<file path="src/rtl/m_ctrl_fsm.sv">
// m_ctrl_fsm
//   Multicycle control unit for the MIPS-subset CPU. Decodes the instruction
//   register and walks the datapath through fetch, decode, execute, memory and
//   write-back, producing one control word per cycle. Memory states wait for
//   MIO_ready.
//
// Ports
//   clk            rising-edge clock
//   reset          synchronous, active-low reset (0 = reset on the edge)
//   MIO_ready      memory/IO transfer complete this cycle
//   Inst[31:0]     IR contents; opcode Inst[31:26], funct Inst[5:0]
//   zero           combinational ALU zero flag
//   IorD, IRWrite, RegWrite, ALUSrcA, PCWrite, PCWriteCond, Branch
//                  single-bit datapath controls
//   RegDst, MemtoReg, ALUSrcB, PCSource
//                  2-bit datapath selects
//   ALU_operation  4-bit ALU op code
//   MemRead, MemWrite, CPU_MIO
//                  memory strobes; CPU_MIO = MemRead | MemWrite | fetch state
//   state[4:0]     current state code, for debug
module m_ctrl_fsm (
    input  logic        clk,
    input  logic        reset,
    input  logic        MIO_ready,
    input  logic [31:0] Inst,
    input  logic        zero,
    output logic        IorD,
    output logic        IRWrite,
    output logic        RegWrite,
    output logic        ALUSrcA,
    output logic        PCWrite,
    output logic        PCWriteCond,
    output logic        Branch,
    output logic [1:0]  RegDst,
    output logic [1:0]  MemtoReg,
    output logic [1:0]  ALUSrcB,
    output logic [1:0]  PCSource,
    output logic [3:0]  ALU_operation,
    output logic        MemRead,
    output logic        MemWrite,
    output logic        CPU_MIO,
    output logic [4:0]  state
);

    localparam logic [4:0] S_IF     = 5'd0;
    localparam logic [4:0] S_ID     = 5'd1;
    localparam logic [4:0] S_MEMADR = 5'd2;
    localparam logic [4:0] S_MEMRD  = 5'd3;
    localparam logic [4:0] S_WBLW   = 5'd4;
    localparam logic [4:0] S_MEMWR  = 5'd5;
    localparam logic [4:0] S_EXR    = 5'd6;
    localparam logic [4:0] S_WBR    = 5'd7;
    localparam logic [4:0] S_BR     = 5'd8;
    localparam logic [4:0] S_J      = 5'd9;
    localparam logic [4:0] S_EXI    = 5'd10;
    localparam logic [4:0] S_WBI    = 5'd11;
    localparam logic [4:0] S_JAL    = 5'd12;
    localparam logic [4:0] S_LUI    = 5'd13;

    localparam logic [5:0] OP_R    = 6'b000000;
    localparam logic [5:0] OP_LW   = 6'b100011;
    localparam logic [5:0] OP_SW   = 6'b101011;
    localparam logic [5:0] OP_BEQ  = 6'b000100;
    localparam logic [5:0] OP_BNE  = 6'b000101;
    localparam logic [5:0] OP_J    = 6'b000010;
    localparam logic [5:0] OP_JAL  = 6'b000011;
    localparam logic [5:0] OP_ADDI = 6'b001000;
    localparam logic [5:0] OP_SLTI = 6'b001010;
    localparam logic [5:0] OP_LUI  = 6'b001111;

    localparam logic [3:0] ALU_AND = 4'b0000;
    localparam logic [3:0] ALU_OR  = 4'b0001;
    localparam logic [3:0] ALU_ADD = 4'b0010;
    localparam logic [3:0] ALU_XOR = 4'b0011;
    localparam logic [3:0] ALU_NOR = 4'b0100;
    localparam logic [3:0] ALU_SRL = 4'b0101;
    localparam logic [3:0] ALU_SUB = 4'b0110;
    localparam logic [3:0] ALU_SLT = 4'b0111;

    logic [4:0] state_q;
    logic [4:0] state_nxt;
    logic [5:0] opcode;
    logic [5:0] funct;
    logic       unused_inst_bits;

    assign opcode = Inst[31:26];
    assign funct  = Inst[5:0];
    // Register/immediate fields belong to the datapath, not to control.
    assign unused_inst_bits = ^Inst[25:6];

    // Unrecognised funct codes fall back to ADD.
    function automatic logic [3:0] funct_alu(input logic [5:0] f);
        case (f)
            6'b100000: funct_alu = ALU_ADD;
            6'b100010: funct_alu = ALU_SUB;
            6'b100100: funct_alu = ALU_AND;
            6'b100101: funct_alu = ALU_OR;
            6'b100110: funct_alu = ALU_XOR;
            6'b100111: funct_alu = ALU_NOR;
            6'b101010: funct_alu = ALU_SLT;
            6'b000010: funct_alu = ALU_SRL;
            default:   funct_alu = ALU_ADD;
        endcase
    endfunction

    always_ff @(posedge clk) begin
        if (!reset) state_q <= S_IF;
        else        state_q <= state_nxt;
    end

    always_comb begin
        state_nxt = S_IF;
        case (state_q)
            S_IF:     state_nxt = MIO_ready ? S_ID : S_IF;
            S_ID: begin
                case (opcode)
                    OP_LW, OP_SW:     state_nxt = S_MEMADR;
                    OP_R:             state_nxt = S_EXR;
                    OP_BEQ, OP_BNE:   state_nxt = S_BR;
                    OP_J:             state_nxt = S_J;
                    OP_JAL:           state_nxt = S_JAL;
                    OP_ADDI, OP_SLTI: state_nxt = S_EXI;
                    OP_LUI:           state_nxt = S_LUI;
                    default:          state_nxt = S_IF;
                endcase
            end
            S_MEMADR: state_nxt = (opcode == OP_SW) ? S_MEMWR : S_MEMRD;
            S_MEMRD:  state_nxt = MIO_ready ? S_WBLW : S_MEMRD;
            S_MEMWR:  state_nxt = MIO_ready ? S_IF : S_MEMWR;
            S_EXR:    state_nxt = S_WBR;
            S_EXI:    state_nxt = S_WBI;
            default:  state_nxt = S_IF;
        endcase
    end

    // Outputs are a Moore decode of state_q, except IF IRWrite (MIO_ready) and
    // bne PCWrite (zero). Holding reset low forces the whole word to zero at
    // once, so an in-flight write is dropped without waiting for the edge.
    always_comb begin
        IorD          = 1'b0;
        IRWrite       = 1'b0;
        RegWrite      = 1'b0;
        ALUSrcA       = 1'b0;
        PCWrite       = 1'b0;
        PCWriteCond   = 1'b0;
        Branch        = 1'b0;
        RegDst        = 2'b00;
        MemtoReg      = 2'b00;
        ALUSrcB       = 2'b00;
        PCSource      = 2'b00;
        ALU_operation = ALU_AND;
        MemRead       = 1'b0;
        MemWrite      = 1'b0;
        CPU_MIO       = 1'b0;
        state         = 5'd0;
        if (reset) begin
            case (state_q)
                S_IF: begin
                    MemRead       = 1'b1;
                    ALUSrcA       = 1'b1;
                    ALUSrcB       = 2'b01;
                    ALU_operation = ALU_ADD;
                    PCWrite       = 1'b1;
                    IRWrite       = MIO_ready;
                end
                S_ID: begin
                    ALUSrcA       = 1'b1;
                    ALUSrcB       = 2'b11;
                    ALU_operation = ALU_ADD;
                end
                S_MEMADR: begin
                    ALUSrcB       = 2'b10;
                    ALU_operation = ALU_ADD;
                end
                // Address ALU controls stay up so ALUOut keeps the address.
                S_MEMRD: begin
                    IorD          = 1'b1;
                    MemRead       = 1'b1;
                    ALUSrcB       = 2'b10;
                    ALU_operation = ALU_ADD;
                end
                S_WBLW: begin
                    MemtoReg = 2'b01;
                    RegWrite = 1'b1;
                end
                S_MEMWR: begin
                    IorD          = 1'b1;
                    MemWrite      = 1'b1;
                    ALUSrcB       = 2'b10;
                    ALU_operation = ALU_ADD;
                end
                S_EXR:    ALU_operation = funct_alu(funct);
                S_WBR: begin
                    RegDst   = 2'b01;
                    RegWrite = 1'b1;
                end
                S_BR: begin
                    ALU_operation = ALU_SUB;
                    PCSource      = 2'b01;
                    if (opcode == OP_BNE) begin
                        PCWrite = ~zero;
                    end else begin
                        PCWriteCond = 1'b1;
                        Branch      = 1'b1;
                    end
                end
                S_J: begin
                    PCSource = 2'b10;
                    PCWrite  = 1'b1;
                end
                S_EXI: begin
                    ALUSrcB       = 2'b10;
                    ALU_operation = (opcode == OP_SLTI) ? ALU_SLT : ALU_ADD;
                end
                S_WBI:    RegWrite = 1'b1;
                // PC_Current already holds PC+4, which is what lands in $31.
                S_JAL: begin
                    RegDst   = 2'b10;
                    MemtoReg = 2'b10;
                    RegWrite = 1'b1;
                    PCSource = 2'b10;
                    PCWrite  = 1'b1;
                end
                S_LUI: begin
                    MemtoReg = 2'b11;
                    RegWrite = 1'b1;
                end
                default: ;
            endcase
            CPU_MIO = MemRead | MemWrite | (state_q == S_IF);
            state   = state_q;
        end
    end

endmodule

</file>
<file path="config.mk">
export PLATFORM = sky130hd
export DESIGN_NAME = m_ctrl_fsm
export DESIGN_NICKNAME = d
export VERILOG_FILES = /design/src/rtl/m_ctrl_fsm.sv
export SDC_FILE = /design/constraint.sdc
export NUM_CORES = 1
export LEC_CHECK = 0
export BUFFER_PORTS_ARGS = -buffer_cell sky130_fd_sc_hd__buf_2
export CORE_ASPECT_RATIO = 1.4
export CORE_UTILIZATION = 39
export DETAILED_ROUTE_END_ITERATION = 8
export PLACE_DENSITY_LB_ADDON = 0.08
export SLEW_MARGIN = 10
export SYNTH_ARGS = -nofsm -noshare
export SYNTH_HDL_FRONTEND = slang
export SYNTH_SLANG_ARGS = --single-unit
</file>
<file path="constraint.sdc">
create_clock -name clk -period 2.6 [get_ports clk]
set_input_delay 0.52 -clock clk [delete_from_list [all_inputs] [get_ports clk]]
set_output_delay 0.52 -clock clk [all_outputs]
set_load 0.005 [all_outputs]
</file>
## After elaboration in Yosys (flattened, before gate mapping)

Cells that the tools add are included.

| storage, ports and cells | value |
|---|---|
| register bits | 5 |
| input bits | 36 |
| logic and storage cells | 86 |

| cells by class | value |
|---|---|
| equality and inequality tests | 29 |
| mux-type cells | 40 |
| bitwise operators | 3 |
| reductions and logical operators | 13 |

Operator list:

| kind | count |
|---|---|
| 4-bit case mux with 7 select lines | 2 |
| 6-bit equality test (second input constant) | 8 |
| 5-bit by 4-bit equality test with 1-bit output (second input constant) | 6 |
| 1-bit 2-to-1 mux | 21 |
| 3-bit case mux with 7 select lines | 1 |
| 5-bit by 3-bit equality test with 1-bit output (second input constant) | 4 |
| 6-bit by 2-bit equality test with 1-bit output (second input constant) | 3 |
| 6-bit by 4-bit equality test with 1-bit output (second input constant) | 3 |
| 3-bit 2-to-1 mux | 5 |
| 2-bit OR reduction | 7 |
| 6-bit by 3-bit equality test with 1-bit output (second input constant) | 2 |
| 2-bit case mux with 3 select lines | 2 |
| 3-bit case mux with 4 select lines | 1 |
| 5-bit by 2-bit equality test with 1-bit output (second input constant) | 2 |
| 5-bit OR reduction | 2 |
| 2-bit 2-to-1 mux | 4 |
| 2-bit case mux with 2 select lines | 2 |
| 6-bit zero test | 1 |
| 5-bit by 1-bit equality test with 1-bit output (second input constant) | 1 |
| 5-bit zero test | 1 |
| 5-bit 2-to-1 mux | 1 |
| 4-bit OR reduction | 1 |
| 3-bit OR reduction | 1 |
| 1-bit bitwise OR | 2 |
| other kinds (2) | 2 |

## Depth between registers and ports, before layout

Gate-level depths: netlist (run 1).

| logic depth | value |
|---|---|
| word-level depth | 7 |
| gate-level depth with buffers | 6 |

## Worst setup path after synthesis (run 1)

Ideal clock, no wire load.

| path | value |
|---|---|
| path kind | register to output |
| start | register state_q[1] |
| end | output PCWriteCond |
| data arrival time | 1.388 ns |
| required time | 2.080 ns |
| path slack | 0.692 ns |
| stages on the path, launching flop included | 6 |
| path buffers | 2 |
| cell sequence | dfxtp_1 > buf_2 > and2b_1 > nand2_1 > nor4_1 > buf_4 |

| between the ends | value |
|---|---|
| cells in the longest elaborated chain, start to end | 3 |

RTL lines:

| element | RTL line | text |
|---|---|---|
| from (decl) | 80 | `logic [4:0] state_q;` |
| from (signal assigned) | 108 | `else state_q <= state_nxt;` |
| 5-bit by 4-bit equality test with 1-bit output | - |  |
| 1-bit 2-to-1 mux (2 in a row) | - |  |
| to (decl) | 32 | `output logic PCWriteCond,` |

Every way passes these cells.

## Worst setup path in the final report (run 1)

| path | value |
|---|---|
| start | register state_q[1] |
| end | output ALU_operation[2] |

| between the ends | value |
|---|---|
| cells in the longest elaborated chain, start to end | 4 |
| elaborated cells on any way between the ends | 11 |
| those cells by class | eq/ne: 7; mux: 2; reduce/logical: 2 |

RTL lines:

| element | RTL line | text |
|---|---|---|
| 5-bit by 3-bit equality test with 1-bit output, or another cell as far along | 157 | `case (state_q)` |
| 5-bit OR reduction (no source line) | - |  |
| 3-bit case mux with 4 select lines (*) | 157 |  |
| 3-bit 2-to-1 mux (*) | 156 | `if (reset) begin` |
| to (decl) | 38 | `output logic [3:0] ALU_operation,` |

Mark *: on every way between the ends. The rest lies on a longest branch, timed or not.

==> results of run 1 <==
## through the flow
stage	util	worst slack, ns
finish	0.523	0.348
global route	0.523	0.153
CTS	0.523	0.339
detailed placement	0.511	0.500
global placement	0.511	0.535
floorplan	-	0.692
## power breakdown
part / internal [mW] / switching, mW / leakage [nW]
registers: 0.0634 / 0.00350 / 0.0325
logic: 0.0426 / 0.0527 / 0.459
clock network: 0.0516 / 0.0243 / 0.0138
## cell usage after synthesis, types with 2 or more instances
cell type  number  area (um2)
nor2b_1         3        18.8
a31oi_1         2        12.5
xnor2_1         4        35.0
a32oi_1         2        17.5
and2_1          4        25.0
inv_1           2        7.51
and3_1          6        37.5
o21ai_0         9        45.0
buf_4           4        30.0
dfxtp_1         4        80.1
nand3_1         8        40.0
nor3_1          9        45.0
clkbuf_1        3        11.3
nor3b_1         4        30.0
nand2_1        12        45.0
nand2b_1        9        56.3
nor2_1         16        60.1
buf_2           7        35.0
a21oi_1        13        65.1
## metal layers
| metal | GRT usage | vias to the layer above | share of wire |
|---|---|---|---|
| li1 | - | 567 | - |
| met1 | 0.247 | 502 | 0.46 |
| met2 | 0.364 | 26 | 0.50 |
| met3 | 0.0190 | 2 | 0.031 |
| met4 | 0.0737 | 0 | 0.0061 |
| met5 | 0 | - | 0 |
## worst max-delay path, delay by kind of cell, from the launching register on
kind	cells	cell delay, ns
buffers and inverters	1	0.13
AOI/OAI and AO/OA	1	0.17
and+or+nand+nor	3	0.60
DFF	1	0.60
## cells in the final DEF, fill, tap and decap left out
master and count:
buf_2 40, nor2_1 16, a21oi_1 13, nand2_1 12
nand2b_1 9, nor3_1 9, o21ai_0 9, nand3_1 8
and3_1 6, and2_1 4, xnor2_1 4, nor3b_1 4
dfxtp_1 4, nor2b_1 3, clkbuf_4 3, buf_4 3
inv_1 2, a31oi_1 2, a32oi_1 2, conb_1 2
xor2_1 1, o22a_1 1, o21ai_1 1, and2b_1 1
a22oi_1 1, o32ai_1 1, and4_1 1, nor4_1 1
mux2i_1 1, a21boi_0 1, and4b_1 1, or3_1 1
nand3b_1 1, or3b_1 1, a31o_1 1, and3b_1 1
a221oi_1 1, a221o_1 1, nor4b_1 1
## kinds of logic (layout without fill, tap and decap cells)
group | count (synthesis) | in the layout | share of synthesized area
simple gates | 80 | 80 | 0.502
compound gates | 34 | 34 | 0.239
buf+inv | 16 | 48 | 0.0978
xor+xnor | 5 | 5 | 0.0511
flops | 4 | 4 | 0.0934
other cells | 1 | 2 | 0.00438
mux | 1 | 1 | 0.0117
## how the worst min path moves through the flow
stage / start / to / slack (ns) / depth (start not counted)
floorplan: state_q[2]$_SDFF_PN0_ / state_q[0]$_SDFF_PN0_ / 0.64 / 3
global placement: state_q[1]$_SDFF_PN0_ / state_q[1]$_SDFF_PN0_ / 0.71 / 2
detailed placement: state_q[1]$_SDFF_PN0_ / state_q[1]$_SDFF_PN0_ / 0.69 / 2
CTS: state_q[1]$_SDFF_PN0_ / state_q[1]$_SDFF_PN0_ / 0.70 / 2
global route: Inst[31] / state_q[1]$_SDFF_PN0_ / 0.74 / 4
finish: state_q[1]$_SDFF_PN0_ / state_q[1]$_SDFF_PN0_ / 0.71 / 2
## layout make-up
class	count	area (um2)	share of cell area
clock buffers	3	22.5	0.0213
inverters	2	7.51	0.00711
multi-input cells	122	697	0.660
flip-flops and latches	4	80.1	0.0758
well taps	21	26.3	0.0249
repair buffers	43	223	0.211
==> results_dict.tcl, run 1 <==
set metrics [dict create \
    drc_errors 0 \
    crit_required_ns 2.08 \
    synth-main-ff-cell "dfxtp_1" \
    largestRegisters "state_q x4" \
    finClkSkew_ns 0.00180 \
    fillerInstances 225 \
    reg2regPathDepth 6 \
    cp_slowest_cell "dfxtp_1" \
    post-route-period-util 0.866 \
    dieArea_um2 2390 \
    drive_above_1_share 0.264 \
    cts_hold_buf 0 \
    globalplace.congestion 0.822 \
    vias_per_cell 5.63 \
    grt_pass1_wl_um 3940 \
    yosys_warnings 0 \
    rsz0062_at_grt "no" \
    syn_to_final_growth_pct 23.2 \
    reg2reg_slack_ns 0.93 \
    cp-startpoint "state_q[1]$_SDFF_PN0_" \
    antenna_found_initial 0 \
    cts_num_sinks 4 \
    clk_pin_slew_worst_paths_ns 0.04 \
    post-dp-hpwl_um 1770 \
    regMostFlops "state_q" \
    status "finished clean" \
    start_util 0.424 \
    period_needed_ns 2.25 \
    drt_iter0_markers 17 \
    crit_end "ALU_operation[2]" \
    ir_worst_vdd_uv 312 \
    die_x_um 41.6 \
    cp.arrival_ns 1.73 \
    clk_path_buf_depth 2 \
    hold_class "reg -> reg" \
    port_buffers 40 \
    critPathMaxFanout 15 \
    largest_reg_flops 4 \
    dp.cells 192 \
    final_antenna_net_count 0 \
    final_hold_viol_count 0 \
    crit_chain "nand2b_1 -> nor3_1 -> nand3_1 -> a31oi_1 -> buf_2" \
    synth_edf_count 0 \
    core_area_um2 2020 \
    start_kind "flop" \
    routedWlPerCell_um 11.7 \
    clock_tree.root_cell "clkbuf_4" \
    slew_violations 0 \
    cpPeakStageDelay_ns 0.60 \
    postCtsSetupRepairBufs 0 \
    cap_violations 0 \
    end_kind "output port" \
    cts_resized 0 \
    total_power_mw 0.238 \
    avgSynthCellArea_um2 6.08 \
    synth_area_um2 857 \
    rows 19 \
    synth-seq-area-share 0.0934 \
    synthCells 141 \
    die_y_um 57.5 \
    setup_tns_ns 0 \
    setup_viol 0 \
    drtPass1Iterations 4 \
    power_leakage_nw 0.505 \
    grt_usage 0.203 \
    yosys.cell_types.count 39 \
    r2r_start "state_q[2]$_SDFF_PN0_" \
    cts_buffers 3 \
    clk_latency_ns 0.23 \
    fin_area_um2 1060 \
    fmax_mhz 444 \
    holdWs_ns 0.714 \
    placed_area_um2 1030 \
    dr_total_vias 1097 \
    powerDensity_nw_per_um2 225 \
    overflow 0 \
    final_cells 195 \
    num_antenna_cells 0 \
    path_class "reg -> out" \
    ios 63 \
    wirelength_um 2280 \
    first_global_vias 950 \
    fin_nets 212 \
    htreeDepth 1 \
    synth_seq_cells 4 \
    synth-async-reset-ratio 0 \
    r2r-end "state_q[2]$_SDFF_PN0_" \
    tritoncts "built" \
    grt_max_degree 21 \
]
Note: power is estimated with default switching activity, not from simulation.
==> run 2: changes to the inputs <==
--- a/config.mk
+++ b/config.mk
@@ -6,8 +6,10 @@
 export NUM_CORES = 1
 export LEC_CHECK = 0
 export BUFFER_PORTS_ARGS = -buffer_cell sky130_fd_sc_hd__buf_2
+export CELL_PAD_IN_SITES_DETAIL_PLACEMENT = 0
+export CELL_PAD_IN_SITES_GLOBAL_PLACEMENT = 1
 export CORE_ASPECT_RATIO = 1.4
-export CORE_UTILIZATION = 39
+export CORE_UTILIZATION = 27
 export DETAILED_ROUTE_END_ITERATION = 8
 export PLACE_DENSITY_LB_ADDON = 0.08
 export SLEW_MARGIN = 10
==> run 2 against run 1 <==
Core utilization is 15 points lower; clock skew is 0.0052 ns higher; largest cell class unchanged; via count is 1.4% lower; routed wire length is 13% higher; first-iteration DRC count is 29% higher; worst hold slack worse by 0.0021 ns; total power is 24% higher; non-clock buffer count stayed put; sequential power is 0.9% higher; largest power group is now clock; final cell count is 8.2% higher.
==> results_dict.tcl, run 2 (same netlist as run 1, synthesis figures left out) <==
set metrics [dict create \
    final_common_cell "buf_2" \
    rsz0062_at_grt "no" \
    die_y_um 68.7 \
    grt_usage 0.156 \
    dieArea_um2 3410 \
    drive_above_1_share 0.264 \
    setup_viol 0 \
    setup_tns_ns 0 \
    cts_resized 0 \
    cp.arrival_ns 1.72 \
    grt_pass1_wl_um 4240 \
    total_power_mw 0.294 \
    critPathMaxFanout 15 \
    power_leakage_nw 0.513 \
    clk_latency_ns 0.22 \
    clk_path_buf_depth 2 \
    grt_max_degree 20 \
    holdWs_ns 0.712 \
    clk_pin_slew_worst_paths_ns 0.03 \
    ios 63 \
    placed_area_um2 1050 \
    cts_hold_buf 0 \
    end_kind "output port" \
    final_hold_viol_count 0 \
    first_global_vias 963 \
    antenna_found_initial 0 \
    wirelength_um 2570 \
    crit_required_ns 2.08 \
    path_class "reg -> out" \
    overflow 0 \
    num_antenna_cells 0 \
    vias_per_cell 5.13 \
    largest_reg_flops 4 \
    powerDensity_nw_per_um2 269 \
    largestRegisters "state_q x4" \
    fmax_mhz 447 \
    fillerInstances 360 \
    fin_area_um2 1090 \
    start_util 0.292 \
    slew_violations 0 \
    mostFrequentLayoutCells "buf_2 (40), nor2_1 (16), a21oi_1 (13), nand2_1 (12)" \
    cap_violations 0 \
    tritoncts "built" \
    dr_total_vias 1082 \
    die_x_um 49.6 \
    post-route-period-util 0.861 \
    syn_to_final_growth_pct 27.7 \
    globalplace.congestion 0.749 \
    cts_buffers 3 \
    hold_class "reg -> reg" \
    clock_tree.root_cell "clkbuf_8" \
    finClkSkew_ns 0.00701 \
    post-dp-hpwl_um 1970 \
    final_antenna_net_count 0 \
    htreeDepth 1 \
    regMostFlops "state_q" \
    routedWlPerCell_um 12.2 \
    postCtsSetupRepairBufs 0 \
    cts_num_sinks 4 \
    core_area_um2 2940 \
    port_buffers 40 \
    drtPass1Iterations 4 \
    drc_errors 0 \
    ir_worst_vdd_uv 270 \
    start_kind "flop" \
    rows 23 \
    drt_iter0_markers 22 \
    fin_nets 212 \
    status "finished clean" \
    period_needed_ns 2.24 \
]
## run 2: per-layer routing
metal	GRT usage	wire length (um)	part of all wire
met1	0.196	1220	0.47
met2	0.270	1200	0.47
met3	0.0175	100	0.039
met4	0.0679	58	0.023
met5	0	0	0
## run 2: cell type report
type / instances / area, um2 / area share
Clock buffer: 3 / 41.3 / 0.0377
Timing Repair Buffer: 43 / 223 / 0.203
Inverter: 2 / 7.51 / 0.00686
Tap cell: 37 / 46.3 / 0.0423
Sequential cell: 4 / 80.1 / 0.0731
Multi-Input combinational cell: 122 / 697 / 0.637
## run 2: path summary, 6_finish.rpt
kind         cells after the start             startpoint  slack [ns]                    end
min                              2  state_q[1]$_SDFF_PN0_        0.71  state_q[1]$_SDFF_PN0_
max                              5  state_q[1]$_SDFF_PN0_        0.36       ALU_operation[2]
max reg2reg                      6  state_q[2]$_SDFF_PN0_        0.86  state_q[2]$_SDFF_PN0_
min reg2reg                      2  state_q[1]$_SDFF_PN0_        0.71  state_q[1]$_SDFF_PN0_
## run 2: metrics by stage
stage / utilization / worst slack, ns / std cells
floorplan: - / 0.692 / 142
global placement: 0.359 / 0.476 / 208
detailed placement: 0.359 / 0.492 / 208
CTS: 0.373 / 0.317 / 211
global route: 0.373 / 0.0985 / 211
finish: 0.373 / 0.362 / 211
## run 2: power breakdown
group          total (mW)  switching [mW]  leakage, nW  internal (mW)
logic              0.0955          0.0529        0.459         0.0426
registers          0.0675         0.00406       0.0325         0.0635
clock network       0.131          0.0324       0.0216         0.0987
total               0.294          0.0894        0.513          0.205
## run 2: critical path: stages (launching register included)
cell and delay, ns:
dfxtp_1 0.59, nand2b_1 0.22, nor3_1 0.28, nand3_1 0.12, a31oi_1 0.16, buf_2 0.13
